--- config.mk ---
export PLATFORM = sky130hd
export DESIGN_NAME = mem_access_flat
export DESIGN_NICKNAME = d
export VERILOG_FILES = /design/src/rtl/mem_access_if.sv /design/src/rtl/mem_access.sv /design/src/flat_wrapper.sv
export SDC_FILE = /design/constraint.sdc
export NUM_CORES = 1
export LEC_CHECK = 0
export CAP_MARGIN = 25
export CORE_ASPECT_RATIO = 0.8
export CORE_MARGIN = 2
export CORE_UTILIZATION = 30
export CTS_CLUSTER_DIAMETER = 80
export DETAILED_ROUTE_END_ITERATION = 10
export GPL_TIMING_DRIVEN = 0
export PLACE_DENSITY_LB_ADDON = 0.25
export SLEW_MARGIN = 40
export SYNTH_ARGS = -nofsm -noshare
export SYNTH_HDL_FRONTEND = slang
export SYNTH_SLANG_ARGS = --single-unit
--- constraint.sdc ---
create_clock -name clk -period 6.2 [get_ports clk]
set_input_delay 0.62 -clock clk [delete_from_list [all_inputs] [get_ports clk]]
set_output_delay 0.62 -clock clk [all_outputs]
set_load 0.01 [all_outputs]
--- src/rtl/mem_access_if.sv ---
// Byte-wide shared RAM port between the MEM stage (master) and the RAM arbiter (slave).
interface mem_access_if #(
    parameter int ADDR_W = 32
);
    logic              ram_req_o;
    logic              ram_rw_o;
    logic [ADDR_W-1:0] ram_addr_o;
    logic [7:0]        ram_wdata_o;
    logic              ram_gnt_i;
    logic [7:0]        ram_rdata_i;

    modport master (
        output ram_req_o, ram_rw_o, ram_addr_o, ram_wdata_o,
        input  ram_gnt_i, ram_rdata_i
    );

    modport slave (
        input  ram_req_o, ram_rw_o, ram_addr_o, ram_wdata_o,
        output ram_gnt_i, ram_rdata_i
    );
endinterface

--- src/rtl/mem_access.sv ---
// MEM stage: RV32I loads/stores issued one byte per granted cycle over a shared RAM port.
// Optional MEM_MISALIGN_CHECK_EN flags misaligned H/W accesses instead of running them.
module mem_access #(
    parameter int ADDR_W  = 32,
    parameter int ALUOP_W = 8
) (
    input  logic               clk,
    input  logic               rst,
    input  logic [4:0]         wd_i,
    input  logic               wreg_i,
    input  logic [31:0]        wdata_i,
    input  logic [ADDR_W-1:0]  mem_addr_i,
    input  logic [31:0]        mem_write_data_i,
    input  logic               mem_rw_i,
    input  logic [ALUOP_W-1:0] aluop_i,
    input  logic               pipe_adv_i,
    mem_access_if.master       ram,
    output logic [4:0]         wd_o,
    output logic               wreg_o,
    output logic [31:0]        wdata_o,
    output logic               stall_req_o,
    output logic               misalign_o
);
    localparam logic [ALUOP_W-1:0] EXE_LB_OP  = ALUOP_W'('hE0);
    localparam logic [ALUOP_W-1:0] EXE_LH_OP  = ALUOP_W'('hE1);
    localparam logic [ALUOP_W-1:0] EXE_LW_OP  = ALUOP_W'('hE3);
    localparam logic [ALUOP_W-1:0] EXE_LBU_OP = ALUOP_W'('hE4);
    localparam logic [ALUOP_W-1:0] EXE_LHU_OP = ALUOP_W'('hE5);
    localparam logic [ALUOP_W-1:0] EXE_SB_OP  = ALUOP_W'('hE8);
    localparam logic [ALUOP_W-1:0] EXE_SH_OP  = ALUOP_W'('hE9);
    localparam logic [ALUOP_W-1:0] EXE_SW_OP  = ALUOP_W'('hEB);

    localparam logic [1:0] IDLE = 2'd0;
    localparam logic [1:0] BUSY = 2'd1;
    localparam logic [1:0] TAIL = 2'd2;
    localparam logic [1:0] DONE = 2'd3;

    logic [1:0]        r_state;
    logic [2:0]        r_cnt;
    logic [2:0]        r_size;
    logic              r_sign;
    logic              r_rw;
    logic              r_cap;
    logic [ADDR_W-1:0] r_addr;
    logic [31:0]       r_sdata;
    logic [31:0]       r_data;
    logic [4:0]        r_wd;
    logic              r_wreg;

    logic        w_acc;
    logic        w_mis;
    logic        w_go;
    logic        w_last;
    logic [2:0]  w_size;
    logic        w_sign;
    logic [4:0]  w_bidx;
    logic [4:0]  w_widx;
    logic [31:0] w_raw;
    logic [31:0] w_ext;

    always_comb begin
        w_acc  = 1'b1;
        w_size = 3'd1;
        w_sign = 1'b0;
        case (aluop_i)
            EXE_LB_OP:  w_sign = 1'b1;
            EXE_LBU_OP: w_size = 3'd1;
            EXE_LH_OP: begin
                w_size = 3'd2;
                w_sign = 1'b1;
            end
            EXE_LHU_OP: w_size = 3'd2;
            EXE_LW_OP:  w_size = 3'd4;
            EXE_SB_OP:  w_size = 3'd1;
            EXE_SH_OP:  w_size = 3'd2;
            EXE_SW_OP:  w_size = 3'd4;
            default:    w_acc  = 1'b0;
        endcase
    end

`ifdef MEM_MISALIGN_CHECK_EN
    assign w_mis = w_acc &&
                   ((w_size == 3'd2 && mem_addr_i[0]) ||
                    (w_size == 3'd4 && mem_addr_i[1:0] != 2'b00));
`else
    assign w_mis = 1'b0;
`endif

    assign w_go   = (r_state == IDLE) && w_acc && !w_mis;
    assign w_last = (r_cnt == r_size - 3'd1);
    // Byte granted on the previous cycle sits at cnt-1 (wraps 0 -> 3 for the 4th byte).
    assign w_bidx = {r_cnt[1:0] - 2'd1, 3'b000};
    assign w_widx = {r_cnt[1:0], 3'b000};

    always_comb begin
        w_raw = r_data;
        w_raw[w_bidx +: 8] = ram.ram_rdata_i;
        case (r_size)
            3'd1:    w_ext = {{24{r_sign & w_raw[7]}}, w_raw[7:0]};
            3'd2:    w_ext = {{16{r_sign & w_raw[15]}}, w_raw[15:0]};
            default: w_ext = w_raw;
        endcase
    end

    always_ff @(posedge clk or posedge rst) begin
        if (rst) begin
            r_state <= IDLE;
            r_cnt   <= 3'd0;
            r_size  <= 3'd0;
            r_sign  <= 1'b0;
            r_rw    <= 1'b0;
            r_cap   <= 1'b0;
            r_addr  <= '0;
            r_sdata <= 32'd0;
            r_data  <= 32'd0;
            r_wd    <= 5'd0;
            r_wreg  <= 1'b0;
        end else begin
            r_cap <= (r_state == BUSY) && ram.ram_gnt_i && !r_rw;
            case (r_state)
                IDLE: begin
                    if (w_go) begin
                        r_addr  <= mem_addr_i;
                        r_sdata <= mem_write_data_i;
                        r_size  <= w_size;
                        r_sign  <= w_sign;
                        r_rw    <= mem_rw_i;
                        r_wd    <= wd_i;
                        r_wreg  <= wreg_i;
                        r_cnt   <= 3'd0;
                        r_data  <= 32'd0;
                        r_state <= BUSY;
                    end
                end
                BUSY: begin
                    if (r_cap) r_data <= w_raw;
                    if (ram.ram_gnt_i) begin
                        r_cnt <= r_cnt + 3'd1;
                        if (w_last) r_state <= r_rw ? DONE : TAIL;
                    end
                end
                TAIL: begin
                    r_data  <= w_ext;
                    r_state <= DONE;
                end
                default: begin
                    if (pipe_adv_i) r_state <= IDLE;
                end
            endcase
        end
    end

    assign ram.ram_req_o   = (r_state == BUSY);
    assign ram.ram_rw_o    = r_rw;
    assign ram.ram_addr_o  = r_addr + ADDR_W'(r_cnt);
    assign ram.ram_wdata_o = r_sdata[w_widx +: 8];

    assign stall_req_o = w_go || (r_state == BUSY) || (r_state == TAIL);
    assign misalign_o  = (r_state == IDLE) && w_mis;

    always_comb begin
        wd_o    = wd_i;
        wreg_o  = wreg_i;
        wdata_o = wdata_i;
        if (r_state == DONE) begin
            wd_o    = r_wd;
            wreg_o  = r_wreg;
            wdata_o = r_rw ? 32'd0 : r_data;
        end else if (r_state != IDLE || w_acc) begin
            wreg_o = 1'b0;
        end
    end
endmodule

--- src/flat_wrapper.sv ---
// flat-port wrapper written by rule: the top's interface ports become plain ports
module mem_access_flat 
#(
    parameter int ADDR_W  = 32,
    parameter int ALUOP_W = 8
)
  (clk, rst, wd_i, wreg_i, wdata_i, mem_addr_i, mem_write_data_i, mem_rw_i, aluop_i, pipe_adv_i, wd_o, wreg_o, wdata_o, stall_req_o, misalign_o, ram_ram_req_o, ram_ram_rw_o, ram_ram_addr_o, ram_ram_wdata_o, ram_ram_gnt_i, ram_ram_rdata_i);
  mem_access_if #(.ADDR_W(ADDR_W)) ram_i ();
  input  logic clk;
  input  logic rst;
  input  logic [4:0] wd_i;
  input  logic wreg_i;
  input  logic [31:0] wdata_i;
  input  logic [ADDR_W-1:0] mem_addr_i;
  input  logic [31:0] mem_write_data_i;
  input  logic mem_rw_i;
  input  logic [ALUOP_W-1:0] aluop_i;
  input  logic pipe_adv_i;
  output logic [4:0] wd_o;
  output logic wreg_o;
  output logic [31:0] wdata_o;
  output logic stall_req_o;
  output logic misalign_o;
  output wire logic [$bits(ram_i.ram_req_o)-1:0] ram_ram_req_o;
  output wire logic [$bits(ram_i.ram_rw_o)-1:0] ram_ram_rw_o;
  output wire logic [$bits(ram_i.ram_addr_o)-1:0] ram_ram_addr_o;
  output wire logic [$bits(ram_i.ram_wdata_o)-1:0] ram_ram_wdata_o;
  input wire logic [$bits(ram_i.ram_gnt_i)-1:0] ram_ram_gnt_i;
  input wire logic [$bits(ram_i.ram_rdata_i)-1:0] ram_ram_rdata_i;
  assign ram_ram_req_o = ram_i.ram_req_o;
  assign ram_ram_rw_o = ram_i.ram_rw_o;
  assign ram_ram_addr_o = ram_i.ram_addr_o;
  assign ram_ram_wdata_o = ram_i.ram_wdata_o;
  assign ram_i.ram_gnt_i = ram_ram_gnt_i;
  assign ram_i.ram_rdata_i = ram_ram_rdata_i;
  mem_access #(.ADDR_W(ADDR_W), .ALUOP_W(ALUOP_W)) u_core (.clk(clk), .rst(rst), .wd_i(wd_i), .wreg_i(wreg_i), .wdata_i(wdata_i), .mem_addr_i(mem_addr_i), .mem_write_data_i(mem_write_data_i), .mem_rw_i(mem_rw_i), .aluop_i(aluop_i), .pipe_adv_i(pipe_adv_i), .ram(ram_i), .wd_o(wd_o), .wreg_o(wreg_o), .wdata_o(wdata_o), .stall_req_o(stall_req_o), .misalign_o(misalign_o));
endmodule
# After elaboration in Yosys (flattened, before gate mapping)
# Index checks and enable logic that the tools add are counted.
[word_totals] output_inout_bits=82 regBits=113 wordCells=81 in_bits=123
[classes] n_mux=22 bitwise=2 addsub=5 shift=3 n_eq_ne=18 reduce_logical=20
[ops] cell="32-bit 2-to-1 mux" count=4
[ops] cell="32-bit one-hot mux with 3 select lines" count=1
[ops] cell="8-bit == test, second input constant" count=8
[ops] cell="32-bit one-hot mux with 2 select lines" count=1
[ops] cell="32-bit by 3-bit adder with 32-bit output" count=1
[ops] cell="32-bit bitwise mux" count=1
[ops] cell="8-bit by 7-bit variable shift with 32-bit output, first input constant" count=1
[ops] cell="32-bit by 6-bit variable part select with 8-bit output" count=1
[ops] cell="8-bit by 7-bit variable part select with 32-bit output" count=1
[ops] cell="3-bit one-hot mux with 2 select lines" count=2
[ops] cell="2-bit 2-to-1 mux" count=4
[ops] cell="2-bit by 1-bit inequality test with 1-bit output, second input constant" count=4
[ops] cell="8-bit OR reduction" count=1
[ops] cell="5-bit negation with 7-bit output" count=1
[ops] cell="3-bit 2-to-1 mux" count=2
[ops] cell="2-bit one-hot mux with 3 select lines" count=1
[ops] cell="3-bit AND reduction" count=2
[ops] cell="1-bit 2-to-1 mux" count=5
[ops] cell="5-bit 2-to-1 mux" count=1
[ops] cell="2-bit == test, second input constant" count=2
[ops] cell="4-bit AND reduction" count=1
[ops] cell="2-bit nonzero test" count=2
[ops] cell="4-bit nonzero test" count=1
[ops] cell="2-bit OR reduction" count=2
[ops] cell="15 further kinds" count=20

# Logic depth before layout (Yosys ltp)
[logic_depth] depth_word=7 depth_mapped=11 ltp_nobuf=8

# Least setup slack after synthesis
# OpenSTA, ideal clock, no wires.
[synth_timing] path_kind="register -> output" start="register u_core.r_cnt[1]" end="output port ram_ram_addr_o[26]" arrival_time_ns=2.523 n_path_buf=1 required_ns=5.580 path_slack_ns=3.057 path_stages_with_launch=9 cell_sequence="dfrtp_1 > clkbuf_1 > inv_1 > fa_1 > nand2b_1 > a2111oi_4 > nand3_1 > nor2_1 > xnor2_1"
[synth_between] elab_chain_cells=1
[synth_rtl] element="start, declared" line="mem_access.sv:39" rtl="logic [2:0] r_cnt;"
[synth_rtl] element="start signal, assigned" line="mem_access.sv:138" rtl="r_cnt <= r_cnt + 3'd1;"
[synth_rtl] element="32-bit by 3-bit adder with 32-bit output" line="mem_access.sv:155" rtl="assign ram.ram_addr_o = r_addr + ADDR_W'(r_cnt);"
[synth_rtl] element="end, declared" line="flat_wrapper.sv:26" rtl="output wire logic [$bits(ram_i.ram_addr_o)-1:0] ram_ram_addr_o;"
# Every way passes these cells.

# Worst setup path in the final report
# Same ends and word-level chain as after synthesis.

==> flow_summary_export.csv <==
group,metric,value,unit
outcome,status,"finished clean",
sta,max_freq,204.8,MHz
hold_path,hp-class,"register to register",
global_routing,busiest_layer,"met2",
logic_synthesis,ys.warnings.count,0,
run,max-cap-violations,0,
final_layout,nFillCells,2067,
drt,vias_per_cell,4.866,
logic_synthesis,yosysSeqAreaShare,42.67,%
global_routing,grt_overflow,0,
cts,clock_sinks,113,
global_routing,met1_usage,24.59,%
drt,first_pass_iters,4,
drt,vias,5474,
logic_synthesis,synthArstFlopShare,100.0,%
placement,gp_congestion,0.8193,
hold_path,min_path_cells,2,
drt,drc,0,
global_routing,grtUsageMet3,3.268,%
global_routing,grt_pass1_vias,5488,
sta,slew-limit-headroom,50.02,%
setup_path,worst_ep_required_time,5.58,ns
cts,numCtsBuffers,17,
sta,timing.final.hold_violations,0,
setup_path,worstSetupEndpointType,"primary output",
placement,portBuffers,203,
global_routing,met2_usage,26.51,%
setup_path,regToRegStartpoint,"u_core.r_cnt[1]",
placement,dp.cells,1093,
drt,drtAntennaViolNets,0,
final_layout,drive_gt1_share,19.88,%
power,p_leak,0.004165,uW
sta,slew_violations,0,
floorplan,die_area,0.02330,mm2
logic_synthesis,yosysUniqueCellTypes,57,
setup_path,crit_fanout,10,
hold_path,hold-path-endpoint,"u_core.r_sign",
cts,tritoncts,"built",
floorplan,io_pins,205,
setup_path,rr_worst_depth,9,
floorplan,rows,48,
power,power_density,428.7,mW/mm2
setup_path,arrival,4.26,ns
cts,cts_htree_levels,4,
global_routing,track_usage,17.19,%
cts,clk_latency,0.42,ns
drt,first_iter_violations,282,
logic_synthesis,synth_edf_count,0,
logic_synthesis,postSynthCellCount,614,
power,total_power,4129,uW
setup_path,rr_endpoint,"u_core.r_data[18]",
floorplan,chipWidth,170.2,um
drt,drt_wl_total,19340,um
setup_path,startpoint_type,"register",
sta,tns,0,ns
final_layout,syn2layout_area_growth,45.36,%
final_layout,fin_cells,1125,
cts,ctsResizeCount,0,
cts,clk_pin_slew,0.06,ns
cts,cts_max_path_buffers,2,
floorplan,fp.dieH,136.9,um
placement,place_hpwl,14550,um
cts,cts-root-buf,"clkbuf_16",
sta,period_needed,4.882,ns
logic_synthesis,syn_area,0.006626,mm2
drt,routed_wire_length_per_instance,17.19,um
logic_synthesis,postSynthAreaPerCell,10.79,um2
final_layout,antenna_cells,0,
setup_path,r2r_slack,3.00,ns
final_layout,multiInputGateArea,0.003401,mm2
power,vdd_drop_max,165.8,uV
hold_path,hold_start,"u_core.r_sign",
logic_synthesis,synthFlopType,"dfrtp_1",
logic_synthesis,ys_ff_latch,113,
logic_synthesis,synth_fp_nets,753,
setup_path,path_class,"register to primary output",
global_routing,grt_pass1_wl,30480,um
final_layout,layout.area.seq,0.002828,mm2
final_layout,fin_nets,976,
cts,cts_setup_buffers,0,
sta,setup_viol,0,
sta,rsz0062_at_grt,"no",
final_layout,postLayoutCoreUtil,44.55,%
sta,tightest_slew,0.7498,ns
sta,min_period_over_period,78.74,%
cts,ctsHoldBuffers,0,
global_routing,antenna_found_initial,0,
sta,fin_skew,0.008548,ns
floorplan,coreArea,0.02162,mm2
global_routing,grt_max_degree,71,
floorplan,initial_core_util,30.65,%
stage by stage:
stage / hold WS (ns) / worst slack, ns / cell area [um2]
finish: 0.4740 / 1.318 / 9632
global route: 0.5150 / 0.9894 / 9632
CTS: 0.4742 / 1.217 / 9632
detailed placement: 0.4637 / 1.690 / 9037
global placement: 0.4677 / 0.5999 / 9002
floorplan: 0.4310 / 2.593 / 6626
state kept, by name (all words and copies together) (netlist names), 2 cells and up:
signal	count
u_core.r_addr	32
u_core.r_data	32
u_core.r_sdata	32
u_core.r_wd	5
u_core.r_cnt	3
u_core.r_size	3
u_core.r_state	2
cells in the final DEF, fill, tap and decap left out, types with 17 or more instances in the layout:
master,instances
o21ai_0,50
xnor2_1,22
nand3b_1,32
clkdlybuf4s50_1,203
inv_1,57
a22o_1,20
mux2_2,78
nor2b_1,17
nand2_1,26
clkbuf_16,17
dfrtp_1,113
per-layer routing:
layer	part of all wire [%]	routed length, um
met1	49	9535
met2	45	8773
met3	4.4	847
met4	0.93	179
met5	0	0
worst max-delay path by stage:
stage	start	endpoint	slack, ns	cells after the start
after floorplan	rst	u_core.r_addr[0]	2.59	1
after global placement	rst	u_core.r_data[21]	0.60	2
after detailed placement	u_core.r_cnt[1]	ram_ram_addr_o[30]	1.69	9
after CTS	u_core.r_cnt[1]	ram_ram_addr_o[26]	1.22	9
after global routing	u_core.r_cnt[1]	ram_ram_addr_o[30]	0.99	9
final	u_core.r_cnt[1]	ram_ram_addr_o[26]	1.32	9
where the power goes:
group	internal, uW	switching, uW	total [uW]
Clock	606	373	979
Sequential	1000	207	1210
Combinational	1010	932	1940
synth_stat cells (all sizes together), types with 2 or more instances:
master	count	area share (%)
nand4b	2	0.49
nor3b	8	0.91
a21oi	9	0.74
o21ai	53	4.2
nor3	6	0.85
clkbuf	18	1.1
and4	3	0.40
mux2	78	13
a21o	3	0.36
inv	58	3.3
ha	15	2.8
o221a	8	1.4
a22o	20	2.6
dfrtp	113	43
mux4	8	2.7
nand3	16	1.6
a221oi	6	1.4
nand3b	32	3.6
xnor2	22	2.9
xor2	13	1.7
a31oi	9	0.85
nor2b	17	1.6
nand2b	5	0.47
and3	9	0.93
buf	18	1.7
nor2	15	0.85
nand4	8	0.76
nand2	26	1.5
and2	2	0.23
a21boi	2	0.28
layout make-up:
| type | instances | area share [%] |
|---|---|---|
| buffer | 36 | 1.871 |
| clock buffer | 18 | 4.560 |
| clock inverter | 14 | 1.611 |
| inverter | 58 | 2.338 |
| multi-input combinational | 407 | 35.31 |
| sequential | 113 | 29.36 |
| tap | 275 | 3.572 |
| timing repair buffer | 204 | 21.38 |
kinds of logic after synthesis:
logic type                 Yosys count  synth area share, %
DFF                                113                42.67
AOI/OAI and AO/OA                  118                13.10
other                                1              0.05659
buffers and inverters               94                6.005
muxes                               86                15.97
adders and majority gates           16                3.134
and+or+nand+nor                    151                14.43
xor gates and xnor gates            35                4.626
critical path: stages (launching register included):
cell             delay [ns]
dfrtp_1                0.48
clkbuf_1               0.58
inv_1                  0.25
fa_1                   0.49
nand2b_1               0.28
a2111oi_4              0.70
nand3_1                0.21
nor2_1                 0.16
xnor2_1                0.13
clkdlybuf4s50_1        0.56
(Power assumes the default switching activity.)
